## src/rtl/count_display_scanner.sv

```systemverilog
// count_display_scanner: captures a stream of 4-bit counts into a digit
// history (digit 0 = newest) and time-multiplexes that history onto a
// common-anode 7-segment bank with one-hot, active-low digit enables.

// One history digit: cleared by reset or clear, loads its neighbour on shift.
module cds_digit_cell (
  input  logic       clk,
  input  logic       rst_n,
  input  logic       clear,
  input  logic       shift,
  input  logic [3:0] d,
  output logic [3:0] q
);
  // clear beats shift so a clear+valid cycle leaves the digit at zero
  always_ff @(posedge clk) begin
    if (!rst_n || clear) q <= 4'h0;
    else if (shift)      q <= d;
  end
endmodule

module count_display_scanner #(
  parameter int NUM_DIGITS     = 8,
  parameter int REFRESH_DIV    = 1000,
  parameter int ACTIVE_LOW_SEG = 1
) (
  input  logic                  clk,
  input  logic                  rst_n,
  input  logic [3:0]            count_i,
  input  logic                  valid_i,
  input  logic                  clear_i,
  output logic [6:0]            seg_o,
  output logic [NUM_DIGITS-1:0] an_o,
  output logic                  full_o
);
  localparam int SW = $clog2(NUM_DIGITS);
  localparam int PW = $clog2(REFRESH_DIV);
  localparam int FW = $clog2(NUM_DIGITS + 1);
  localparam logic [FW-1:0] FILL_MAX = FW'(NUM_DIGITS);
  localparam logic [SW-1:0] SCAN_MAX = SW'(NUM_DIGITS - 1);
  localparam logic [PW-1:0] PRE_MAX  = PW'(REFRESH_DIV - 1);
  localparam logic [6:0]    BLANK    = (ACTIVE_LOW_SEG != 0) ? 7'h7F : 7'h00;

  logic [NUM_DIGITS-1:0][3:0] buffer;
  logic [FW-1:0]              fill, fill_nxt;
  logic [SW-1:0]              scan;
  logic [PW-1:0]              pre;
  logic [6:0]                 seg_nxt;
  logic [NUM_DIGITS-1:0]      an_nxt;
  logic [3:0]                 sel_digit;
  logic                       sel_valid;

  // Shift chain: digit 0 takes the new count, each older digit its younger
  // neighbour; the oldest digit simply falls off the end.
  for (genvar g = 0; g < NUM_DIGITS; g++) begin : g_digit
    logic [3:0] d_in;
    if (g == 0) begin : g_head
      assign d_in = count_i;
    end else begin : g_tail
      assign d_in = buffer[g-1];
    end
    cds_digit_cell u_cell (
      .clk   (clk),
      .rst_n (rst_n),
      .clear (clear_i),
      .shift (valid_i),
      .d     (d_in),
      .q     (buffer[g])
    );
  end

  // Fill level: saturating count of captured digits, zeroed by clear.
  always_comb begin
    fill_nxt = fill;
    if (clear_i)                         fill_nxt = '0;
    else if (valid_i && fill != FILL_MAX) fill_nxt = fill + 1'b1;
  end

  // fill and full_o move together so full_o is high the cycle after the
  // push that completes the history.
  always_ff @(posedge clk) begin
    if (!rst_n) begin
      fill   <= '0;
      full_o <= 1'b0;
    end else begin
      fill   <= fill_nxt;
      full_o <= (fill_nxt == FILL_MAX);
    end
  end

  // Refresh prescaler and digit select; free-running regardless of history.
  always_ff @(posedge clk) begin
    if (!rst_n) begin
      pre  <= '0;
      scan <= '0;
    end else if (pre == PRE_MAX) begin
      pre  <= '0;
      scan <= (scan == SCAN_MAX) ? '0 : scan + 1'b1;
    end else begin
      pre  <= pre + 1'b1;
    end
  end

  // Decode the selected digit; digits beyond the fill level show blank.
  always_comb begin
    sel_digit = buffer[scan];
    sel_valid = (FW'(scan) < fill);
    seg_nxt   = 7'h00;
    if (sel_valid) begin
      case (sel_digit)
        4'h0: seg_nxt = 7'h3F;
        4'h1: seg_nxt = 7'h06;
        4'h2: seg_nxt = 7'h5B;
        4'h3: seg_nxt = 7'h4F;
        4'h4: seg_nxt = 7'h66;
        4'h5: seg_nxt = 7'h6D;
        4'h6: seg_nxt = 7'h7D;
        4'h7: seg_nxt = 7'h07;
        4'h8: seg_nxt = 7'h7F;
        4'h9: seg_nxt = 7'h6F;
        4'hA: seg_nxt = 7'h77;
        4'hB: seg_nxt = 7'h7C;
        4'hC: seg_nxt = 7'h39;
        4'hD: seg_nxt = 7'h5E;
        4'hE: seg_nxt = 7'h79;
        default: seg_nxt = 7'h71;
      endcase
    end
    if (ACTIVE_LOW_SEG != 0) seg_nxt = ~seg_nxt;
    an_nxt = ~(NUM_DIGITS'(1) << scan);
  end

  // Registered pin stage: glitch-free outputs, one cycle behind scan/buffer.
  always_ff @(posedge clk) begin
    if (!rst_n) begin
      an_o  <= '1;
      seg_o <= BLANK;
    end else begin
      an_o  <= an_nxt;
      seg_o <= seg_nxt;
    end
  end
endmodule

```

## config.mk

```make
export PLATFORM = sky130hd
export DESIGN_NAME = count_display_scanner
export DESIGN_NICKNAME = d
export VERILOG_FILES = /design/src/rtl/count_display_scanner.sv
export SDC_FILE = /design/constraint.sdc
export NUM_CORES = 1
export LEC_CHECK = 0
export ABC_AREA = 1
export BUFFER_PORTS_ARGS = -buffer_cell sky130_fd_sc_hd__buf_2
export CORE_ASPECT_RATIO = 0.5
export CORE_UTILIZATION = 47
export CTS_BUF_LIST = sky130_fd_sc_hd__clkbuf_8
export CTS_CLUSTER_SIZE = 10
export DETAILED_ROUTE_END_ITERATION = 7
export PLACE_DENSITY = 0.75
export SLEW_MARGIN = 20
export SYNTH_ARGS = -nofsm -noshare
export SYNTH_HDL_FRONTEND = slang
export SYNTH_SLANG_ARGS = --single-unit
```

## constraint.sdc

```tcl
create_clock -name clk -period 4.5 [get_ports clk]
set_clock_uncertainty 0.05 [all_clocks]
set_input_delay 0.225 -clock clk [delete_from_list [all_inputs] [get_ports clk]]
set_output_delay 0.225 -clock clk [all_outputs]
set_load 0.01 [all_outputs]
```

## Yosys cells after proc, flatten, opt, wreduce, memory -nomap -nowiden

Memories as Yosys holds them, arrays and structs flattened.
Index checks and enable logic that the tools add are counted.

- Memory bits (read-only): 112
- Register bits: 65
- Memory bits (writable): 0
- Logic and storage cells: 38
- Bits in latches: 0
- Memories: 1

- Bitwise operators: 3
- $add $sub $neg: 3
- Divide/modulo/power cells: 0
- Shift operators: 1
- Magnitude comparators: 2
- Eq/ne operators: 4
- Muxes and demuxes: 6
- Multipliers: 0
- Reduce and logical (&&, ||, !) cells: 4

Memories:

| memory | depth | bits a word | rd ports | clocked after memory_dff | write ports | line | source |
|---|---|---|---|---|---|---|---|
| (no name shown) | 16 | 7 | 1 | 0 | 0 | 109 | `case (sel_digit)` |

Operators with widths:

| kind | number |
|---|---|
| 4-bit binary-select mux with 3-bit select | 1 |
| 4-bit two-way mux | 3 |
| 10-bit by 1-bit adder with 10-bit output, second input constant | 1 |
| 10-bit equality test, second input constant | 1 |
| 8-bit inverter | 1 |
| 1-bit by 3-bit << shifter with 8-bit output, first input constant | 1 |
| 7-bit two-way mux | 1 |
| 7-bit inverter | 1 |
| 4-bit by 1-bit adder with 4-bit output, second input constant | 1 |
| 4-bit equality test, second input constant | 1 |
| 3-bit by 4-bit < comparator with 1-bit output | 1 |
| 3-bit by 4-bit < comparator with 1-bit output, second input constant | 1 |
| 4-bit inequality test, second input constant | 1 |
| 3-bit by 1-bit adder with 3-bit output, second input constant | 1 |
| 3-bit equality test, second input constant | 1 |
| 3-bit two-way mux | 1 |
| 2-bit OR reduction | 1 |
| 1-bit logical AND | 1 |
| 1-bit logical NOT | 1 |
| 1-bit logical OR | 1 |
| 1-bit inverter | 1 |

## Longest topological paths before layout

- Depth in word-level cells: 5
- Mapped depth: 12

## Cells and area by module

Synthesis repeated with hierarchy kept, for this count alone.

- Cell total of the unflattened synthesis: 439
- Area total of the unflattened synthesis: 3140.5 um^2

By module, submodules not included:

| module | area an instance (um^2) | cells each | instances |
|---|---|---|---|
| count_display_scanner | 2009.4 | 287 | 1 |
| cds_digit_cell | 141.4 | 19 | 8 |

## Least setup slack after synthesis

OpenSTA, ideal clock, no wires.

- Path kind: register to register
- From: register scan[0]
- To: register seg_o[1]
- Clock period less this slack: 1.733 ns
- Stages on the path, launching flop included: 11
- Path slack: 2.767 ns
- Library setup time: 0.113 ns
- Arrival time: 1.570 ns
- Path through: dfxtp_1 -> buf_2 -> nand2_1 -> nand3_1 -> nand2_1 -> o21ai_1 -> ha_1 -> nand3_1 -> nor2_1 -> nor2_1 -> nand2_1

- Longest elaborated chain between the ends: 5
- Elaborated cells on any way between the ends: 6
- Classes of those cells: 1 x order compare; 3 x mux; 1 x bitwise; 1 x memory

RTL lines:

| item | line | source |
|---|---|---|
| start: declaration | 45 | `logic [SW-1:0] scan;` |
| start signal: assignment | 97 | `scan <= (scan == SCAN_MAX) ? '0 : scan + 1'b1;` |
| 4-bit binary-select mux with 3-bit select | 105 | `sel_digit = buffer[scan];` |
| 4-bit two-way mux (not written as such) | 105 |  |
| memory read 16 x 7 bit | - |  |
| 7-bit two-way mux (*) | 108 | `if (sel_valid) begin` |
| 7-bit inverter (*) | 128 | `if (ACTIVE_LOW_SEG != 0) seg_nxt = ~seg_nxt;` |
| end signal: assignment | 139 | `seg_o <= seg_nxt;` |
| end: declaration | 31 | `output logic [6:0] seg_o,` |

Every way passes the cells marked *; elsewhere a longest branch is shown, timed or not. The select of a mux whose other input is x is not followed.
A chain may end at the register's enable or synchronous reset.

## Final worst setup path

Ends and elaborated chain as after synthesis.

==> out/qor.csv <==
metric;value;unit
synth-seq-cells;65;
synth.most_common_cell;nand2_1;
hold-worst-slack;0.0694;ns
power.share.clock;43.1;%
synthCells;410;
fmax;424;MHz
grt_overflow;0;
fillers;600;
cts_resized;0;
power;1.18;mW
antenna_found_initial;0;
yosys.area.top_type;dfxtp_1;
grt_pass1_vias;2273;
outcome;finished, violations left;
timing.final.crit_share;52.5;%
switching_share;23.2;%
first_pass_iters;6;
viasPerCell;4.86;
ys_top_cells_by_count;90 x nand2_1, 65 x dfxtp_1, 53 x nand3_1, 48 x inv_1, 42 x a21oi_1;
fin_cells;524;
path_cells;inv_2 > nand2_1 > nand3_1 > nand3_1 > o21ai_1 > ha_1 > nand3_1 > nor2_1 > nor2_1 > nand2_1;
worstPathArrival;2.56;ns
drv_cap;0;
place_area;0.00315;mm^2
postCtsSetupRepairBufs;0;
io_buffer_count;23;
clockBufferDepth;2;
async_reset_ff_share;0;%
slew_headroom;50.6;%
switchingPower;0.272;mW
hold_viol;0;
die_area;0.00671;mm^2
synth_area_per_cell;7.30;um^2
synth_edf_count;0;
cts_root_buffer;clkbuf_8;
p_leak;1.40;nW
slew_viol_final;0;
grt_pass1_wl;10.1;mm
cp-start-kind;flop;
io_pins;24;
place_ws;2.16;ns
hpwl;4.00;mm
cts_tree;yes;
clk_latency;0.35;ns
cts_buffers;9;
wl_per_cell;11.1;um
synth_cell_types;27;
route.antenna.remaining_nets;0;
path_clk_slew;0.07;ns
finalSetupTns;0;ns
violations;design-rule violations;
synth.area.top_cells;dfxtp_1 43%, nand2_1 11%, nand3_1 8.9%;
die_w;115;um
drtIter0Drc;191;
grt_max_degree;48;
synth_fp_nets;435;
max_stage_delay;0.80;ns
rows;20;
clock-sinks;65;
h-tree-depth;3;
power_density;349;mW/mm^2
final_area;0.00337;mm^2
worstSetupPathType;reg2reg;
cp_slowest_cell;dfxtp_1;
endpoint_kind;flop;
min_path_type;in2reg;
die_h;58.4;um
seq_area_frac_synth;43.5;%
internal_power;0.903;mW
finish.utilization;55.1;%
combPwrFrac;6.2;%
drive_gt1_share;11.9;%
ys.flop_type;dfxtp_1;
drc_errors;2;
max-vdd-ir-drop;0.149;mV
holdBufCountCts;0;
core_area;0.00611;mm^2
tightest_slew;0.741;ns
routed-via-count;2548;
cp.required;4.70;ns
layout.nets;456;
netlist.area_leader.share;43.5;%
p_seq_share;50.7;%
setup_ws;2.14;ns
antenna_cells;0;
path_max_fanout;23;
period_needed;2.36;ns
gp_congestion;0.858;
grt_use_total;19.5;%
cpMostUsedCell;nand3_1;
wirelength;5.80;mm
finalSetupViolations;0;
placed_cells;508;
rsz0062_at_grt;false;
synth.cell_area;0.00299;mm^2
initial_core_util;49.0;%
areaGrowthSynthToFinish;12.5;%
yosys_warnings;0;
-- critical path: cells and delay by family (launching register included) --
family / cells / cell delay (ns)
DFF: 1 / 0.80
adders and majority gates: 1 / 0.34
AOI/OAI and AO/OA: 1 / 0.16
buffers and inverters: 1 / 0.29
and+or+nand+nor: 7 / 0.60
-- per-layer routing --
metal,global-route usage [%],share of wire [%],vias up
li1,-,-,1369
met1,24.9,52,1130
met2,30.7,42,35
met3,6.49,3.9,14
met4,8.35,2.0,0
met5,0,0,-
-- placed cells by master, fill, tap and decap left out, types with 2 or more instances in the layout --
cell and count:
a21oi_1 42, inv_2 4, clkinv_1 3, nor2_1 22, o21ai_1 5, clkbuf_8 15, inv_1 48, o21ai_0 27
nor3_1 5, dfxtp_1 65, nand2_2 2, ha_1 17, nand3b_1 3, buf_2 23, nand3_1 53, nand2_1 90
nand4_1 3
-- path summary, 6_finish.rpt --
| check | from | to | slack, ns | cells after the start |
|---|---|---|---|---|
| setup reg to reg | scan[0] | seg_o[1] | 2.14 | 10 |
| hold / removal | count_i[3] | g_digit[0].u_cell.q[3] | 0.07 | 3 |
| setup / recovery | scan[0] | seg_o[1] | 2.14 | 10 |
| hold reg to reg | pre[0] | pre[0] | 0.40 | 1 |
-- kinds of logic (layout without fill, tap and decap cells) --
logic type / count (synthesis) / after routing / share of synthesized area, %
compound gates: 76 / 76 / 12.9
fa+ha+maj: 17 / 17 / 7.11
buf+inv: 69 / 95 / 9.28
flops: 65 / 65 / 43.5
simple gates: 183 / 183 / 27.3
-- registers in the layout, indices dropped and copies added (netlist names) --
| register | flops |
|---|---|
| fill | 4 |
| full_o | 1 |
| scan | 3 |
| seg_o | 7 |
| an_o | 8 |
| pre | 10 |
| g_digit.u_cell.q | 32 |
-- layout make-up --
cell class	instances	area, um^2	share of cell area [%]
clock buffer	15	206	6.13
clock inverter	1	5.00	0.149
inverter	55	206	6.13
multi-input combinational	276	1410	42.0
sequential	65	1300	38.7
tap	88	110	3.27
timing repair buffer	24	123	3.64
-- power groups by stage --
stage	registers, mW	clock network, mW	logic [mW]
6_report	0.596	0.507	0.0724
4_1_cts	0.596	0.518	0.0732
3_5_place_dp	0.609	0	0.0722
2_1_floorplan	0.610	0	0.0518
5_1_grt	0.598	0.538	0.0840
3_3_place_gp	0.609	0	0.0714
(Power assumes the default switching activity.)
